[src/rtl/run_ctrl_if.sv]
// run_ctrl_if -- control bus between the run controller and its core/bench.
//   master : drives start, halt_inst, pc; observes the run status outputs
//   slave  : the run controller itself
//   start       level request: high loads/holds the core in init, falling edge runs
//   halt_inst   decoded halt instruction present at the current pc
//   pc          current core program counter
//   core_init   hold core state and fetch PC at initial values
//   core_en     gates PC advance, regfile writes and data-memory writes
//   done        run finished (halt or timeout)
//   timeout     run ended by the cycle bound rather than a halt instruction
//   cycle_count instructions executed in the current/last run
//   halt_pc     pc captured when the run ended
interface run_ctrl_if #(
  parameter int PC_WIDTH  = 11,
  parameter int CNT_WIDTH = 16
);
  logic                 start;
  logic                 halt_inst;
  logic [PC_WIDTH-1:0]  pc;
  logic                 core_init;
  logic                 core_en;
  logic                 done;
  logic                 timeout;
  logic [CNT_WIDTH-1:0] cycle_count;
  logic [PC_WIDTH-1:0]  halt_pc;

  modport master (
    output start, halt_inst, pc,
    input  core_init, core_en, done, timeout, cycle_count, halt_pc
  );

  modport slave (
    input  start, halt_inst, pc,
    output core_init, core_en, done, timeout, cycle_count, halt_pc
  );
endinterface

[src/rtl/run_ctrl.sv]
// run_ctrl -- sequences a core through IDLE -> INIT -> RUN -> HALT.
//   clk    single clock, all state on the rising edge
//   reset  asynchronous active-low reset
//   bus    run_ctrl_if.slave (start/halt_inst/pc in, run status out)
// A run starts on the falling edge of start, ends on a halt instruction
// (which is never executed) or after TIMEOUT executed cycles. Raising start
// at any point after IDLE re-enters INIT and clears the run results.
// Only core_en depends combinationally on inputs; every other output is a
// flop or a pure state decode.
module run_ctrl #(
  parameter int PC_WIDTH  = 11,
  parameter int CNT_WIDTH = 16,
  parameter int TIMEOUT   = 1000
) (
  input  logic        clk,
  input  logic        reset,
  run_ctrl_if.slave   bus
);

  typedef enum logic [1:0] {IDLE, INIT, RUN, HALT} state_t;

  localparam logic [CNT_WIDTH-1:0] CNT_LAST = CNT_WIDTH'(TIMEOUT - 1);

  state_t               state_q, state_d;
  logic [CNT_WIDTH-1:0] cnt_q;
  logic [PC_WIDTH-1:0]  halt_pc_q;
  logic                 tmo_q;

  logic                 en;       // this RUN cycle executes an instruction
  logic                 fin;      // run ends on this edge
  logic                 tmo_hit;  // ...and it ends by the cycle bound
  logic                 clr;      // entering/holding INIT: wipe run results

  // Next state and per-cycle control. Priority inside RUN: abort (start)
  // beats halt, halt beats timeout, so a halt landing on the last allowed
  // cycle is reported as a halt and is not counted.
  always_comb begin
    state_d = state_q;
    en      = 1'b0;
    fin     = 1'b0;
    tmo_hit = 1'b0;
    case (state_q)
      IDLE: if (bus.start) state_d = INIT;
      INIT: if (!bus.start) state_d = RUN;
      RUN: begin
        if (bus.start) begin
          state_d = INIT;
        end else if (bus.halt_inst) begin
          state_d = HALT;
          fin     = 1'b1;
        end else begin
          en = 1'b1;
          if (cnt_q == CNT_LAST) begin
            state_d = HALT;
            fin     = 1'b1;
            tmo_hit = 1'b1;
          end
        end
      end
      HALT: if (bus.start) state_d = INIT;
      default: state_d = IDLE;
    endcase
    // Clearing on the edge that enters INIT makes the results read zero
    // from the first INIT cycle, including on an abort or a rerun.
    clr = (state_d == INIT);
  end

  always_ff @(posedge clk or negedge reset) begin
    if (!reset) begin
      state_q <= IDLE;
    end else begin
      state_q <= state_d;
    end
  end

  always_ff @(posedge clk or negedge reset) begin
    if (!reset) begin
      cnt_q     <= '0;
      halt_pc_q <= '0;
      tmo_q     <= 1'b0;
    end else if (clr) begin
      cnt_q     <= '0;
      halt_pc_q <= '0;
      tmo_q     <= 1'b0;
    end else begin
      // The cycle bound stops the run at cnt == TIMEOUT, so no wrap.
      if (en) cnt_q <= cnt_q + 1'b1;
      if (fin) begin
        halt_pc_q <= bus.pc;
        tmo_q     <= tmo_hit;
      end
    end
  end

  // state_q resets asynchronously to IDLE, so core_en drops with reset
  // without waiting for a clock.
  assign bus.core_en     = en;
  assign bus.core_init   = (state_q == INIT);
  assign bus.done        = (state_q == HALT);
  assign bus.timeout     = tmo_q;
  assign bus.cycle_count = cnt_q;
  assign bus.halt_pc     = halt_pc_q;

endmodule

[src/flat_wrapper.sv]
// flat-port wrapper written by rule: the top's interface ports become plain ports
module run_ctrl_flat 
#(
  parameter int PC_WIDTH  = 11,
  parameter int CNT_WIDTH = 16,
  parameter int TIMEOUT   = 1000
)
  (clk, reset, bus_start, bus_halt_inst, bus_pc, bus_core_init, bus_core_en, bus_done, bus_timeout, bus_cycle_count, bus_halt_pc);
  run_ctrl_if #(.PC_WIDTH(PC_WIDTH), .CNT_WIDTH(CNT_WIDTH)) bus_i ();
  input  logic clk;
  input  logic reset;
  input wire logic [$bits(bus_i.start)-1:0] bus_start;
  input wire logic [$bits(bus_i.halt_inst)-1:0] bus_halt_inst;
  input wire logic [$bits(bus_i.pc)-1:0] bus_pc;
  output wire logic [$bits(bus_i.core_init)-1:0] bus_core_init;
  output wire logic [$bits(bus_i.core_en)-1:0] bus_core_en;
  output wire logic [$bits(bus_i.done)-1:0] bus_done;
  output wire logic [$bits(bus_i.timeout)-1:0] bus_timeout;
  output wire logic [$bits(bus_i.cycle_count)-1:0] bus_cycle_count;
  output wire logic [$bits(bus_i.halt_pc)-1:0] bus_halt_pc;
  assign bus_i.start = bus_start;
  assign bus_i.halt_inst = bus_halt_inst;
  assign bus_i.pc = bus_pc;
  assign bus_core_init = bus_i.core_init;
  assign bus_core_en = bus_i.core_en;
  assign bus_done = bus_i.done;
  assign bus_timeout = bus_i.timeout;
  assign bus_cycle_count = bus_i.cycle_count;
  assign bus_halt_pc = bus_i.halt_pc;
  run_ctrl #(.PC_WIDTH(PC_WIDTH), .CNT_WIDTH(CNT_WIDTH), .TIMEOUT(TIMEOUT)) u_core (.clk(clk), .reset(reset), .bus(bus_i));
endmodule
[config.mk]
export PLATFORM = sky130hd
export DESIGN_NAME = run_ctrl_flat
export DESIGN_NICKNAME = d
export VERILOG_FILES = /design/src/rtl/run_ctrl_if.sv /design/src/rtl/run_ctrl.sv /design/src/flat_wrapper.sv
export SDC_FILE = /design/constraint.sdc
export NUM_CORES = 1
export LEC_CHECK = 0
export CORE_ASPECT_RATIO = 0.5
export CORE_MARGIN = 2
export CORE_UTILIZATION = 50
export DETAILED_ROUTE_END_ITERATION = 16
export GPL_ROUTABILITY_DRIVEN = 0
export PLACE_DENSITY = 0.91
export SLEW_MARGIN = 20
export SYNTH_ARGS = -nofsm -noshare
export SYNTH_HDL_FRONTEND = slang
export SYNTH_SLANG_ARGS = --single-unit
[constraint.sdc]
create_clock -name clk -period 4.2 [get_ports clk]
set_input_delay 0.84 -clock clk [delete_from_list [all_inputs] [get_ports clk]]
set_output_delay 0.84 -clock clk [all_outputs]
set_load 0.05 [all_outputs]
**Word level (Yosys, flattened, before mapping)**

Index checks and enable logic that the tools add are counted.
Widths: inputs -> output; s select.

- Register bits: 30

- Add/sub/neg operators: 1
- Eq/ne operators: 5
- Mux-type cells: 22
- Reduce and logical (&&, ||, !) cells: 4

Operator list:

| cell | number |
|---|---|
| $mux 16 | 2 |
| $mux 11 | 2 |
| $add 16x1->16 const B | 1 |
| $eq 16x10->1 const B | 1 |
| $mux 1 | 12 |
| $mux 2 | 5 |
| $pmux 2 s3 | 1 |
| $eq 2x1->1 const B | 2 |
| $eq 2x2->1 const B | 2 |
| $reduce_bool 2->1 | 2 |
| $logic_not 2->1 | 1 |
| $reduce_or 2->1 | 1 |

**Logic depth before layout (Yosys ltp)**

Gate-level depths: netlist of the first run.

- Depth after elaboration: 7
- Gate-level depth with buffers: 8
- Gate-level depth less buffers: 7

**Least setup slack after synthesis of the first run**

No wires, ideal clock.

- Kind: input to output
- Start: input bus_start
- End: output bus_core_en
- Arrival: 1.755 ns
- Required time: 3.360 ns
- Path slack: 1.605 ns
- Stages on the path: 2
- Path buffers: 0
- Cell sequence: or3b_2 > inv_1

- Word-level cells in the longest chain between the ends: 2

Ends and longest elaborated chain:

| what | RTL line | source |
|---|---|---|
| start: declaration | flat_wrapper.sv:12 | `input wire logic [$bits(bus_i.start)-1:0] bus_start;` |
| $mux 1 | run_ctrl.sv:46 | `if (bus.start) begin` |
| $mux 1 | run_ctrl.sv:42 | `case (state_q)` |
| end: declaration | flat_wrapper.sv:16 | `output wire logic [$bits(bus_i.core_en)-1:0] bus_core_en;` |

No other way between the ends.

**Worst setup path in the final report of the first run**

Ends and elaborated chain as after synthesis.

==> impl_results.md, run 1 <==
- DP HPWL: 2610 µm
- Initial antenna violation count: 0
- Count leader, synth: dfrtp_1
- Setup crit start: bus_start
- Worst skew pair latency: about 270 ps
- Sequential Power Share: 32.4%
- Net Sw Frac: 43.2%
- Synth warn: 0
- Placed instance area: around 2000 µm²
- Ratio of cells with drive above 1 in the final layout: between 6 and 7%
- Synth Area per Inst: between 10 and 15 µm²
- CP Class: input pin to primary output
- Starting Density: 52.1%
- Htree depth: 2
- Area Overhead vs Synth: 35.6%
- Final worst path period share: between 90% and 100%
- Peak VDD IR: 0.000410 V
- CP Data Required Time: between 3000 and 4000 ps
- Core ar.: approximately 3000 µm²
- MaxCap Viol Count: 0
- Worst Tran Pin Value: 620 ps
- TritonCTS clock tree: built
- CTS buffer count: 5
- Startpoint Class: input pin
- Post-Route WL: approximately 3700 µm
- Top post-synthesis cells by count: dfrtp_1, a32o_1, nor2_1, a21oi_1
- Die height: approximately 43 µm
- Switching power: approximately 0.50 mW
- CTS Root Cell: clkbuf_8
- Rows: 14
- Synth top area share: ~48%
- CTS Hold Bufs: 0
- Deepest clock path buffer count: 2
- GRT Total Usage: around 22%
- Static Leak: ~0.86 nW
- I/O Buffers: between 40 and 50
- Final WS setup: about 370 ps
- Die width: roughly 83 µm
- # setup viols final: 0
- RSZ-0062 raised after global routing: no
- Final nets: approximately 220
- Via count: 1,417
- Syn nets: about 170
- Via/cell ratio: between 5 and 6
- Max FO, Critical Path: 8
- Vias in the first global route: between 1,000 and 1,500
- Final TNS setup: 0 ps
- Slew Limit Fails: 0
- Die Area: ~3600 µm²
- Worst-path clk slew: 60 ps
- Ys async rst share: 100%
- Overflow after GRT: 0
- Place WS: roughly 400 ps
- Power share of the clock group: a little under a fifth
- Number of distinct library cells after synthesis: 38
- Pwr dens: 546 nW/µm²
- Origin of the worst min-delay path: u_core.bus.halt_pc[5]
- Fmax: roughly 260 MHz
- TritonRoute pass-1 iters: 5
- Ranking of synthesized cells by area: dfrtp_1, a32o_1, xnor2_1, ha_1, a21oi_1
- Logic pwr share: 49.3%
- DRT iter0 DRCs: about 130
- Run status: completed
- Final hold violation count: 0
- I/O Pins: 46
- Pin count of the biggest net entering global routing: 31
- Synthesized flop and latch total: 30
- Crit. End Element: primary output
- Cts repair resizes: 0
- Clk_skew: approximately 2.8 ps
- Cells after synthesis: 150
- Ant diodes: 0
- Slew headroom: 58.6%
- Post-Syn Area: 1550 µm²
- Final worst path period need: 3830 ps
- Routed len/inst: around 15 µm
- Fin area: 2110 µm²
- Pint: between 0.6 and 0.7 mW
- Most used DFF post-synth: dfrtp_1
- # Post-CTS Setup Buffers: 0
- First-pass GRT wire length: around 6200 µm
- Worst Hold Class: flop to flop
- Clock Sinks: 30
- Routed Antenna Nets: 0
- Crit path DAT: between 2000 and 3000 ps
- Yosys top cell by area: dfrtp_1
- Reg-to-Reg Start: u_core.state_q[0]
- Number of synthesized flops with an enable pin: 0
- DRC errors left: 0
- Sequential area share after synthesis: 48.3%
## cell families (layout without fill, tap and decap cells)
kind of cell    after synthesis  count (layout)  share of synthesized area [%]
flops                        30              30                           48.3
xor+xnor                     10              10                           5.64
buf+inv                      12              61                           4.19
compound gates               36              36                           17.7
simple gates                 58              58                           20.9
fa+ha+maj                     4               4                           3.22
## path summary, 6_finish.rpt
kind | endpoint | slack [ps] | depth (start not counted)
setup / recovery | bus_core_en | 370 | 4
hold / removal | u_core.bus.halt_pc[5] | 520 | 1
min in group asynchronous | u_core.bus.cycle_count[3] | 950 | 2
max in group asynchronous | u_core.bus.halt_pc[1] | 2970 | 2
hold reg to reg | u_core.bus.halt_pc[5] | 520 | 1
setup reg to reg | u_core.bus.cycle_count[15] | 1640 | 6
## flip-flops by register name, summed over array words and instances (netlist names)
signal                  cells
u_core.bus.cycle_count     16
u_core.bus.halt_pc         11
u_core.bus.timeout          1
u_core.state_q              2
## worst max-delay path, stage by stage
cell and delay (ps):
clkdlybuf4s50_1 530, or3b_2 580, inv_1 200, clkdlybuf4s50_1 840
## power groups by stage
stage | sequential (mW) | combinational [mW] | clock (mW)
floorplan | 0.493 | 0.323 | 0
global placement | 0.373 | 0.554 | 0
detailed placement | 0.378 | 0.564 | 0
CTS | 0.372 | 0.566 | 0.217
global route | 0.378 | 0.604 | 0.231
finish | 0.372 | 0.567 | 0.211
## cell type report
class | instances | area (µm²)
inverters | 7 | 26.3
clock buffers | 7 | 76.3
multi-input cells | 108 | 737
repair buffers | 47 | 465
well taps | 40 | 50.0
flip-flops and latches | 30 | 751
fillers | 215 | 872
## through the flow
stage	instances	utilization [%]	hold slack (ps)	power, mW
6_report	239	70.7	519	1.15
5_1_grt	239	70.7	534	1.21
4_1_cts	239	70.7	524	1.16
3_5_place_dp	232	68.2	512	0.941
3_3_place_gp	232	68.2	503	0.928
2_1_floorplan	150	-	538	0.816
## metal layers
layer	vias up	global-route usage, %	wire [µm]
met5	-	0	0
met4	0	7.87	57
met3	8	6.10	289
met2	77	37.6	1820
met1	671	28.1	1500
li1	661	-	-
## cell usage in the layout, fill, tap and decap left out, types with 3 or more instances in the layout
cell             Yosys  routed
clkbuf_8             0       5
and3_1               3       3
nand4_1              7       7
nor2_1              11      11
dfrtp_1             30      30
a21oi_1              9       9
a32o_1              11      11
ha_1                 4       4
nand2_1              8       8
o21ai_0              6       6
clkdlybuf4s50_1      0      45
or3_1                5       5
nor3_1               4       4
nor4_1               3       3
inv_1                7       7
xnor2_1              8       8
nand3_1              6       6
No activity file was read; power rests on OpenSTA's default activity.
==> run 2: changes to the inputs <==
==> constraint.sdc (replaced) <==
create_clock -name clk -period 4.8 [get_ports clk]
set_input_delay 0.96 -clock clk [delete_from_list [all_inputs] [get_ports clk]]
set_output_delay 0.96 -clock clk [all_outputs]
set_load 0.05 [all_outputs]
==> impl_results.md, run 2 (synthesized netlist as in run 1, its figures left out) <==
- Placed instance area: 2030 µm² (unchanged)
- Ratio of cells with drive above 1 in the final layout: 7.00% (+0.97 points)
- Crit path DAT: 3110 ps (+120 ps)
- Most frequent cells in the layout: clkdlybuf4s50_1, dfrtp_1, a32o_1, nor2_1, a21oi_1
- # setup viols final: 0 (unchanged)
- Core ar.: 2980 µm² (unchanged)
- Setup crit start: bus_start
- Dpl cells: 232 (unchanged)
- Peak VDD IR: 0.000331 V (-19%)
- I/O Pins: 46 (unchanged)
- Worst Tran Pin Value: 638 ps (+18.1 ps)
- Die Area: 3590 µm² (unchanged)
- CTS buffer count: 5 (unchanged)
- Worst skew pair latency: 280 ps (about the same)
- I/O Buffers: 45 (unchanged)
- Htree depth: 2 (unchanged)
- Hold path cells: 1 (unchanged)
- Run status: completed
- Routed len/inst: 15.1 µm (-1.9%)
- Fin area: 2120 µm² (+0.71%)
- Max incr delay on CP: 860 ps (+20 ps)
- Die height: 43.4 µm (unchanged)
- Post-Route WL: 3610 µm (-1.4%)
- Fmax: 246 MHz
- TritonCTS clock tree: built
- MaxCap Viol Count: 0 (unchanged)
- GRT Total Usage: 21.7% (-0.40 points)
- Pwr dens: 486 nW/µm² (-11%)
- Total power: 1.03 mW (-10%)
- Final worst path period share: a little over four fifths
- Area Overhead vs Synth: 36.6%
- DRC errors left: 0 (unchanged)
- Pin count of the biggest net entering global routing: 31 (unchanged)
- WHS Endpoint: u_core.bus.halt_pc[8]
- Clk_skew: 3.33 ps (+0.521 ps)
- CP top delay family: buffers and inverters
- DRT iter0 DRCs: 90 (-30%)
- R2r worst-path depth: 6 (unchanged)
- CP Cell Sequence: clkdlybuf4s50_1, or3b_2, inv_1, clkdlybuf4s50_1
- Worst Hold Class: flop to flop
- Fill cell count: 225 (+4.7%)
- Worst path bufs/invs: 3 (unchanged)
- Deepest clock path buffer count: 2 (unchanged)
- Cts repair resizes: 0 (unchanged)
- Vias in the first global route: 1,303 (-0.76%)
- Initial antenna violation count: 0 (unchanged)
- Starting Density: 52.1% (unchanged)
- Die width: 82.8 µm (unchanged)
- Final worst path period need: approximately 4100 ps
- Final Core Density: 71.2% (+0.50 points)
- Routed Antenna Nets: 0 (unchanged)
- Origin of the worst min-delay path: u_core.bus.halt_pc[8]
- Final TNS setup: 0 ps (unchanged)
- Layout Cells excl Fill: 240 (+0.42%)
- Reg-to-Reg Start: u_core.state_q[0]
- Clock Sinks: 30 (unchanged)
- Final hold violation count: 0 (unchanged)
- Most common cell after layout, fill and taps aside: clkdlybuf4s50_1
- Ant diodes: 0 (unchanged)
- R2r endpoint: u_core.bus.cycle_count[15]
- Via count: 1,397 (-1.4%)
- Max FO, Critical Path: 8 (unchanged)
- CTS Hold Bufs: 0 (unchanged)
- Static Leak: 0.865 nW (+1.2%)
- CP Data Required Time: 3840 ps (+480 ps)
- Overflow after GRT: 0 (unchanged)
- Rows: 14 (unchanged)
- DP HPWL: 2520 µm (-3.5%)
- RSZ-0062 raised after global routing: no
- Slew headroom: 57.4% (-1.2 points)
- Worst-path clk slew: 60 ps (about the same)
- # Post-CTS Setup Buffers: 0 (unchanged)
- First-pass GRT wire length: 6110 µm (-2.1%)
- Final nets: 218 (unchanged)
- Reg2reg setup slack: 2220 ps (+580 ps)
- Top cell by count, worst path: clkdlybuf4s50_1
- Via/cell ratio: 5.82 (-1.8%)
- CP max stage cell: clkdlybuf4s50_1
- Max reg flops: 16 (unchanged)
- TritonRoute pass-1 iters: 4 (-1)
- Slew Limit Fails: 0 (unchanged)
- Crit. End Element: primary output
- CTS Root Cell: clkbuf_8
- CP Class: input pin to primary output
- Startpoint Class: input pin
[run 2: cell types whose count changed in the layout (fill, tap and decap cells not counted)]
cell	previous run	this run
clkinv_2	0	1
clkbuf_1	2	1
clkbuf_8	5	6
[run 2: worst register-to-register path: cells and delay by family (launching register included)]
family / cells / cell delay, ps
AO/OA/AOI/OAI: 1 / 150
buffers and inverters: 1 / 80
AND/OR/NAND/NOR: 3 / 1530
adder cells (fa/ha/maj): 1 / 310
flip-flops: 1 / 440
[run 2: through the flow]
step | worst slack, ps | hold WS (ps)
final | 729 | 522
after global routing | 642 | 538
after CTS | 745 | 527
after detailed placement | 744 | 513
after global placement | 797 | 503
after floorplan | 1970 | 538
[run 2: worst max-delay path by stage]
stage / slack (ps) / to / cells after the start
6_report: 730 / bus_core_en / 4
5_1_grt: 640 / bus_core_en / 4
3_5_place_dp: 740 / bus_core_en / 4
4_1_cts: 750 / bus_core_en / 4
2_1_floorplan: 1970 / bus_core_en / 2
3_3_place_gp: 800 / bus_core_en / 4
[run 2: layer usage]
metal	global-route usage (%)	share of wire, %	up-vias
li1	-	-	660
met3	7.62	5.9	3
met4	7.21	0.55	0
met1	27.0	46	679
met5	0	0	-
met2	36.5	48	55
[run 2: report_power, final]
part / internal [mW] / total [mW] / switching (mW)
Combinational: 0.181 / 0.498 / 0.317
Sequential: 0.292 / 0.327 / 0.0351
Clock: 0.115 / 0.207 / 0.0916
Total: 0.588 / 1.03 / 0.444
[run 2: area by class of cell]
type                    instances  area (µm²)  area share (%)
clock inverters                 1        5.00           0.236
multi-input cells             108         737            34.7
repair buffers                 47         465            21.9
well taps                      40        50.0            2.36
clock buffers                   7        86.3            4.07
flip-flops and latches         30         751            35.4
inverters                       7        26.3            1.24
